**src/rtl/fetch_redirect_controller.sv**
```systemverilog
// fetch_redirect_controller: arbitrates execute/decode redirects, holds
// fetch in flush across the IMem refill window and forwards hazard stalls.
module fetch_redirect_controller #(
    parameter int ADDR_WIDTH    = 32,
    parameter int REFILL_CYCLES = 1,
    parameter int CNT_WIDTH     = 16
) (
    input  logic                  clk,
    input  logic                  rst,
    input  logic                  exRedirectValid,
    input  logic [ADDR_WIDTH-1:0] exRedirectPc,
    input  logic                  idRedirectValid,
    input  logic [ADDR_WIDTH-1:0] idRedirectPc,
    input  logic                  hazardStall,
    output logic                  fetchStall,
    output logic                  fetchFlush,
    output logic                  irregPcValid,
    output logic [ADDR_WIDTH-1:0] irregPc,
    output logic                  redirectBusy,
    output logic [CNT_WIDTH-1:0]  mispredictCount
);

    typedef enum logic [1:0] {
        S_IDLE     = 2'd0,
        S_REDIRECT = 2'd1,
        S_REFILL   = 2'd2
    } state_e;

    localparam logic [2:0] REFILL_INIT = 3'(REFILL_CYCLES);

    state_e                state_q, state_d;
    logic [2:0]            refill_cnt_q, refill_cnt_d;
    logic [ADDR_WIDTH-1:0] target_q, target_d;
    logic [CNT_WIDTH-1:0]  mp_cnt_q, mp_cnt_d;

    logic                  stall_q, stall_d;
    logic                  flush_q, flush_d;
    logic                  irreg_valid_q, irreg_valid_d;
    logic [ADDR_WIDTH-1:0] irreg_pc_q, irreg_pc_d;
    logic                  busy_q, busy_d;

    // Next state: execute wins everywhere, decode only from an idle fetch.
    always_comb begin
        state_d      = state_q;
        refill_cnt_d = refill_cnt_q;
        target_d     = target_q;
        mp_cnt_d     = mp_cnt_q;
        if (exRedirectValid) begin
            state_d  = S_REDIRECT;
            target_d = exRedirectPc;
            if (mp_cnt_q != '1) begin
                mp_cnt_d = mp_cnt_q + CNT_WIDTH'(1);
            end
        end else begin
            unique case (state_q)
                S_IDLE: begin
                    if (idRedirectValid) begin
                        state_d  = S_REDIRECT;
                        target_d = idRedirectPc;
                    end
                end
                S_REDIRECT: begin
                    if (REFILL_INIT == 3'd0) begin
                        state_d = S_IDLE;
                    end else begin
                        state_d      = S_REFILL;
                        refill_cnt_d = REFILL_INIT;
                    end
                end
                S_REFILL: begin
                    // A held back-end freezes the refill window.
                    if (!hazardStall) begin
                        if (refill_cnt_q <= 3'd1) begin
                            state_d      = S_IDLE;
                            refill_cnt_d = 3'd0;
                        end else begin
                            refill_cnt_d = refill_cnt_q - 3'd1;
                        end
                    end
                end
                default: begin
                    state_d      = S_IDLE;
                    refill_cnt_d = 3'd0;
                end
            endcase
        end
    end

    // Outputs decoded from the next state so they register with it.
    always_comb begin
        stall_d       = 1'b0;
        flush_d       = 1'b0;
        irreg_valid_d = 1'b0;
        irreg_pc_d    = '0;
        busy_d        = (state_d != S_IDLE);
        unique case (state_d)
            S_IDLE: begin
                stall_d = hazardStall;
            end
            S_REDIRECT: begin
                irreg_valid_d = 1'b1;
                irreg_pc_d    = target_d;
                flush_d       = 1'b1;
            end
            S_REFILL: begin
                flush_d = 1'b1;
                stall_d = hazardStall;
            end
            default: begin
                stall_d = 1'b0;
            end
        endcase
    end

    // State, counters and registered outputs.
    always_ff @(posedge clk or posedge rst) begin
        if (rst) begin
            state_q       <= S_IDLE;
            refill_cnt_q  <= 3'd0;
            target_q      <= '0;
            mp_cnt_q      <= '0;
            stall_q       <= 1'b0;
            flush_q       <= 1'b0;
            irreg_valid_q <= 1'b0;
            irreg_pc_q    <= '0;
            busy_q        <= 1'b0;
        end else begin
            state_q       <= state_d;
            refill_cnt_q  <= refill_cnt_d;
            target_q      <= target_d;
            mp_cnt_q      <= mp_cnt_d;
            stall_q       <= stall_d;
            flush_q       <= flush_d;
            irreg_valid_q <= irreg_valid_d;
            irreg_pc_q    <= irreg_pc_d;
            busy_q        <= busy_d;
        end
    end

    assign fetchStall      = stall_q;
    assign fetchFlush      = flush_q;
    assign irregPcValid    = irreg_valid_q;
    assign irregPc         = irreg_pc_q;
    assign redirectBusy    = busy_q;
    assign mispredictCount = mp_cnt_q;

endmodule
```
**config.mk**
```make
export PLATFORM = sky130hd
export DESIGN_NAME = fetch_redirect_controller
export DESIGN_NICKNAME = d
export VERILOG_FILES = /design/src/rtl/fetch_redirect_controller.sv
export SDC_FILE = /design/constraint.sdc
export NUM_CORES = 1
export LEC_CHECK = 0
export ABC_AREA = 1
export BUFFER_PORTS_ARGS = -buffer_cell sky130_fd_sc_hd__buf_2
export CAP_MARGIN = 40
export CORE_ASPECT_RATIO = 2
export CORE_MARGIN = 10
export CORE_UTILIZATION = 30
export DETAILED_ROUTE_END_ITERATION = 8
export SETUP_SLACK_MARGIN = 0.5
export SLEW_MARGIN = 20
export SYNTH_ARGS = -nofsm -noshare
export SYNTH_HDL_FRONTEND = slang
export SYNTH_SLANG_ARGS = --single-unit
```
**constraint.sdc**
```tcl
create_clock -name clk -period 4.1 [get_ports clk]
set_input_delay 0.615 -clock clk [delete_from_list [all_inputs] [get_ports clk]]
set_output_delay 0.615 -clock clk [all_outputs]
set_load 0.02 [all_outputs]
```
==> results of run 1 <==
## power breakdown
part	switching (mW)	internal (mW)	leakage (nW)	total, mW
sequential	0.118	1.12	1.13	1.24
combinational	0.745	0.377	1.54	1.12
clock	0.348	0.553	0.159	0.901
total	1.21	2.05	2.83	3.26
## cell type report
| type | instances | share of cell area |
|---|---|---|
| well taps | 155 | 0.0374 |
| inverters | 59 | 0.0429 |
| repair buffers | 126 | 0.131 |
| flip-flops and latches | 89 | 0.429 |
| clock inverters | 6 | 0.0174 |
| clock buffers | 10 | 0.0460 |
| multi-input cells | 310 | 0.297 |
## metrics by stage
| step | instances | total power, mW | setup slack (ps) | hold WS, ps | util |
|---|---|---|---|---|---|
| floorplan | 477 | 1.97 | 1180 | 493 | - |
| global placement | 737 | 2.33 | 1270 | 521 | 0.358 |
| detailed placement | 739 | 2.40 | 1410 | 533 | 0.362 |
| CTS | 755 | 3.31 | 1670 | 203 | 0.386 |
| global route | 755 | 3.48 | 1470 | 213 | 0.386 |
| finish | 755 | 3.26 | 1670 | 205 | 0.386 |
## state kept, by name (all words and copies together) (netlist names)
name and count:
fetchFlush 1, target_q 32, irregPcValid 1, fetchStall 1, state_q 2, refill_cnt_q 3, irregPc 32, mispredictCount 16
redirectBusy 1
## synth_stat cells (4+ instances only)
library cell    n  area [um^2]
nand3_1        10         50.1
o21ai_0         8         40.0
a21oi_1        34          170
nor2_1         19         71.3
dfrtp_1        89         2230
inv_1          58          218
clkbuf_1        7         26.3
o211ai_1       32          240
ha_1           10          125
xnor2_1         4         35.0
nand2_1       170          638
nand4_1         6         37.5
buf_2           9         45.0
## cell usage in the layout (no fill, tap or decap), types with 2 or more instances in the layout
cell type / n
nand4_1: 6
ha_1: 10
buf_4: 4
inv_1: 57
nand2_1: 169
buf_2: 120
nand2_2: 4
o21ai_0: 8
bufinv_16: 2
nor2_1: 19
o21ai_2: 3
o211ai_1: 32
a21oi_1: 34
xnor2_1: 4
clkinv_2: 2
xor2_1: 3
dfrtp_1: 89
nand3_1: 10
clkbuf_16: 9
## logic make-up (layout without fill, tap and decap cells)
logic type | after synthesis | count (layout) | synth area share
AO/OA/AOI/OAI | 81 | 81 | 0.123
flip-flops | 89 | 89 | 0.544
XOR/XNOR | 7 | 7 | 0.0150
buffers and inverters | 78 | 201 | 0.0804
AND/OR/NAND/NOR | 212 | 212 | 0.207
adder cells (fa/ha/maj) | 10 | 10 | 0.0306
## path summary, 6_finish.rpt
kind                                                startpoint                             end  slack, ps  cells past startpoint
worst min-delay path                                       rst            irregPc[1]$_DFF_PP0_        200                      2
worst max-delay path                      state_q[0]$_DFF_PP0_           irregPc[19]$_DFF_PP0_       1670                     12
min in group clk                              exRedirectPc[30]          target_q[30]$_DFF_PP0_        490                      3
worst min register to register  mispredictCount[8]$_DFFE_PP0P_  mispredictCount[8]$_DFFE_PP0P_        540                      1
worst max register to register            state_q[0]$_DFF_PP0_           irregPc[19]$_DFF_PP0_       1670                     12
max in group asynchronous                                  rst           irregPc[31]$_DFF_PP0_       2850                      4
## worst max-delay path: stages, from the launching register on
cell,delay [ps]
dfrtp_1,400
inv_1,100
ha_1,260
nand2_1,100
nand3_1,120
inv_1,150
nand2_1,70
nand2_1,90
inv_1,90
ha_1,200
inv_1,420
buf_16,220
a21oi_1,60
## layer usage
metal / wire length [um] / share of wire / global-route usage / vias up
li1: - / - / - / 1757
met2: 6520 / 0.57 / 0.229 / 78
met3: 623 / 0.054 / 0.0321 / 24
met4: 359 / 0.031 / 0.0681 / 0
met1: 3990 / 0.35 / 0.114 / 1682
met5: 0 / 0 / 0 / -
==> impl_metrics.py, run 1 <==
metrics = {
    "status": {
        "status": "complete, no violations",
    },
    "clock_network": {
        "post_cts_buffers": 0,
        "numCtsBuffers": 9,
        "cts_tree": "built",
        "cts.sinks": 89,
        "clkSlewWorstSetupHoldPaths_ps": 60,
        "htreeDepth": 3,
        "cts_resized": 0,
        "cts_max_path_buffers": 2,
        "root_buffer": "clkbuf_16",
        "ctsHoldBuffers": 0,
        "clk_latency_ps": 340,
    },
    "floorplanning": {
        "fp.dieH_um": 185,
        "start_util": 0.305,
        "dieArea_um2": 19000,
        "die_x_um": 103,
        "row_count": 60,
        "placeableCoreArea_um2": 13400,
        "io_pins": 121,
    },
    "cells_and_area": {
        "final_cell_area_um2": 5190,
        "multi_input_area_um2": 1540,
        "finalNetCount": 674,
        "n_antenna_cell": 0,
        "regArea_um2": 2230,
        "area_growth_pct": 26.8,
        "drive_gt1_frac": 0.255,
        "nFillCells": 1375,
    },
    "route": {
        "first_iter_violations": 97,
        "vias_per_cell": 4.69,
        "drc_errors": 0,
        "drt_wl_total_um": 11500,
        "wl_per_cell_um": 15.2,
        "vias": 3541,
        "drt_pass1_iterations": 4,
        "ant_nets": 0,
    },
    "global_routing": {
        "grt_usage": 0.123,
        "grt-ovfl-total": 0,
        "grt_max_degree": 65,
        "grt_pass1_wl_um": 18000,
        "antenna_found_initial": 0,
        "grt_pass1_vias": 3764,
    },
    "setup_path": {
        "critical_path_class": "flip-flop to flip-flop",
        "cp-end-kind": "flip-flop",
        "cp_max_fo": 19,
        "required_ps": 4310,
        "cp-start-kind": "flip-flop",
        "cp.arrival_ps": 2640,
    },
    "synthesis": {
        "synth.net_count": 556,
        "yosys.cell_types.count": 27,
        "syn_inst": 477,
        "synth_edf_count": 0,
        "avgSynthCellArea_um2": 8.58,
        "synthesis.area_um2": 4090,
        "synth_seq_cells": 89,
        "synth_flop_cell": "dfrtp_1",
        "ys_seq_area_frac": 0.544,
        "async_flop_share": 1.00,
        "ys_warn_count": 0,
    },
    "sta": {
        "rsz0062_at_grt": "false",
        "tns_ps": 0,
        "skew_ps": 7.59,
        "relSlewSlack": 0.587,
        "period_share": 0.592,
        "min_period_ps": 2430,
        "worstMarginPinSlew_ps": 620,
        "fmax_ghz": 0.412,
        "finalMaxSlewViolations": 0,
        "finalHoldViolCount": 0,
        "setup_viol": 0,
    },
    "run": {
        "maxCapViolCount": 0,
    },
    "place": {
        "portBuffers": 120,
        "dpl.hpwl_um": 8950,
        "place_area_um2": 4860,
        "place.gp.congestion": 0.880,
    },
    "power": {
        "ir_worst_vdd_uv": 249,
        "leakage_nw": 2.83,
        "power_density_nw_per_um2": 628,
    },
    "hold_path": {
        "hp-class": "primary input to asynchronous set/reset pin",
    },
}
No activity file was read; power rests on OpenSTA's default activity.
==> run 2: changes to the inputs <==
- clock period: 4.1 -> 2.4 ns (I/O delays scaled with it)
==> run 2 against run 1 <==
  * Global-route usage rose by 0.60 points
  * Wire length rose by 5.5%
  * Die area did not move
  * Non-clock buffer count rose by 12
  * Worst setup slack worse by 1100 ps
  * Critical path type unchanged
==> impl_metrics.py, run 2 (synthesis gave the netlist of run 1 again) <==
metrics = {
    "power": {
        "leakage_nw": 2.89,
        "power_frac_comb": 0.402,
        "netSwitchingFraction": 0.379,
        "power_density_nw_per_um2": 1090,
        "p_seq_frac": 0.358,
        "ir_worst_vdd_uv": 488,
        "p_clk_frac": 0.239,
        "p_switching_mw": 2.23,
        "power.internal_mw": 3.66,
    },
    "place": {
        "portBuffers": 120,
        "place.gp.congestion": 0.812,
        "dpl.hpwl_um": 8810,
        "place_area_um2": 4860,
        "dp.cells": 741,
    },
    "sta": {
        "min_period_ps": 1820,
        "relSlewSlack": 0.688,
        "finalHoldViolCount": 0,
        "fmax_ghz": 0.551,
        "worstMarginPinSlew_ps": 466,
        "rsz0062_at_grt": "false",
        "tns_ps": 0,
        "finalMaxSlewViolations": 0,
        "hold_slack_ps": 36.2,
        "skew_ps": 7.04,
        "setup_viol": 0,
        "period_share": 0.757,
    },
    "cells_and_area": {
        "n_antenna_cell": 0,
        "fin_cells": 767,
        "final_common_cell": "nand2_1",
        "area_growth_pct": 32.1,
        "drive_gt1_frac": 0.306,
        "nFillCells": 1329,
        "final_cell_area_um2": 5410,
        "finalNetCount": 686,
        "most-common-layout-cells": "165 x nand2_1, 120 x buf_2, 89 x dfrtp_1, 52 x inv_1, 32 x o211ai_1",
    },
    "route": {
        "ant_nets": 0,
        "vias_per_cell": 4.72,
        "drt_wl_total_um": 12100,
        "vias": 3617,
        "drc_errors": 0,
        "first_iter_violations": 110,
        "drt_pass1_iterations": 4,
        "wl_per_cell_um": 15.8,
    },
    "setup_path": {
        "crit_top_cell": "nand2_1",
        "cp.arrival_ps": 2020,
        "cp-start-kind": "flip-flop",
        "r2r_start": "state_q[0]$_DFF_PP0_",
        "critical_path_class": "flip-flop to flip-flop",
        "regToRegEndpoint": "irregPc[29]$_DFF_PP0_",
        "r2r_setup_slack_ps": 580,
        "cp_cell_sequence": "inv_2 -> ha_1 -> inv_1 -> o21a_1 -> nand2_1 -> nand2_1 -> nand2_1 -> nand2_2 -> ha_4 -> inv_8 -> clkbuf_16 -> a21oi_1",
        "cp-end-kind": "flip-flop",
        "crit_path_top_delay_cell": "dfrtp_1",
        "slowest_delay_ps": 380,
        "cp_max_fo": 6,
        "rr_worst_depth": 12,
        "required_ps": 2610,
    },
    "status": {
        "status": "complete, no violations",
    },
    "floorplanning": {
        "dieArea_um2": 19000,
        "fp.dieH_um": 185,
        "row_count": 60,
        "io_pins": 121,
        "die_x_um": 103,
        "start_util": 0.305,
        "placeableCoreArea_um2": 13400,
    },
    "clock_network": {
        "cts_max_path_buffers": 2,
        "cts_tree": "built",
        "numCtsBuffers": 9,
        "htreeDepth": 3,
        "root_buffer": "clkbuf_16",
        "cts.sinks": 89,
        "clkSlewWorstSetupHoldPaths_ps": 70,
        "clk_latency_ps": 330,
    },
    "run": {
        "maxCapViolCount": 0,
    },
    "global_routing": {
        "antenna_found_initial": 0,
        "grt_max_degree": 65,
        "grt-ovfl-total": 0,
        "grt_usage": 0.129,
        "grt_pass1_vias": 3819,
        "grt_pass1_wl_um": 18900,
    },
    "hold_path": {
        "hp-class": "primary input to asynchronous set/reset pin",
    },
}
run 2: how the worst max path moves through the flow:
stage / slack (ps) / start / endpoint / cells past startpoint
final: 580 / state_q[0]$_DFF_PP0_ / irregPc[29]$_DFF_PP0_ / 12
after CTS: 490 / state_q[0]$_DFF_PP0_ / irregPc[3]$_DFF_PP0_ / 12
after global routing: 460 / refill_cnt_q[1]$_DFFE_PP0P_ / irregPc[19]$_DFF_PP0_ / 13
after detailed placement: 240 / state_q[0]$_DFF_PP0_ / irregPc[24]$_DFF_PP0_ / 12
after global placement: 410 / state_q[0]$_DFF_PP0_ / irregPc[14]$_DFF_PP0_ / 12
after floorplan: 510 / state_q[0]$_DFF_PP0_ / irregPc[10]$_DFF_PP0_ / 12
run 2: power groups by stage:
stage	clock [mW]	combinational, mW	sequential, mW
2_1_floorplan	0	0.895	2.46
3_3_place_gp	0	1.89	2.14
3_5_place_dp	0	1.93	2.15
4_1_cts	1.45	2.14	2.11
5_1_grt	1.51	2.61	2.16
6_report	1.41	2.37	2.11
run 2: metrics by stage:
step	setup slack (ps)	power, mW	utilization
6_report	584	5.89	0.403
4_1_cts	488	5.71	0.389
2_1_floorplan	512	3.36	-
3_5_place_dp	240	4.08	0.362
5_1_grt	456	6.27	0.403
3_3_place_gp	406	4.03	0.362
run 2: final cells by class:
type | count | area, um^2 | area share
Timing Repair Buffer | 138 | 810 | 0.150
Inverter | 59 | 233 | 0.0430
Clock buffer | 12 | 246 | 0.0456
Sequential cell | 89 | 2230 | 0.412
Tap cell | 155 | 194 | 0.0359
Clock inverter | 4 | 52.6 | 0.00972
Multi-Input combinational cell | 310 | 1650 | 0.304
run 2: critical path, delay by kind of cell, from the launching register on:
family	cells	cell delay [ps]
fa+ha+maj	2	390
buf+inv	4	440
simple gates	4	250
flops	1	380
compound gates	2	220
run 2: per-layer routing:
metal | up-vias | GRT usage | wire length (um)
met5 | - | 0 | 0
met4 | 0 | 0.0602 | 291
met3 | 18 | 0.0272 | 693
met2 | 94 | 0.242 | 6950
met1 | 1730 | 0.127 | 4200
li1 | 1775 | - | -
run 2: timing repair:
action                                  in CTS  in global routing
hold buffers                                 0                  0
endpoints found under the setup margin      32                 44
gates resized for setup                     10                 28
buffers inserted                             3                  5
pin swaps                                    1                  4
gates cloned                                 1                  1
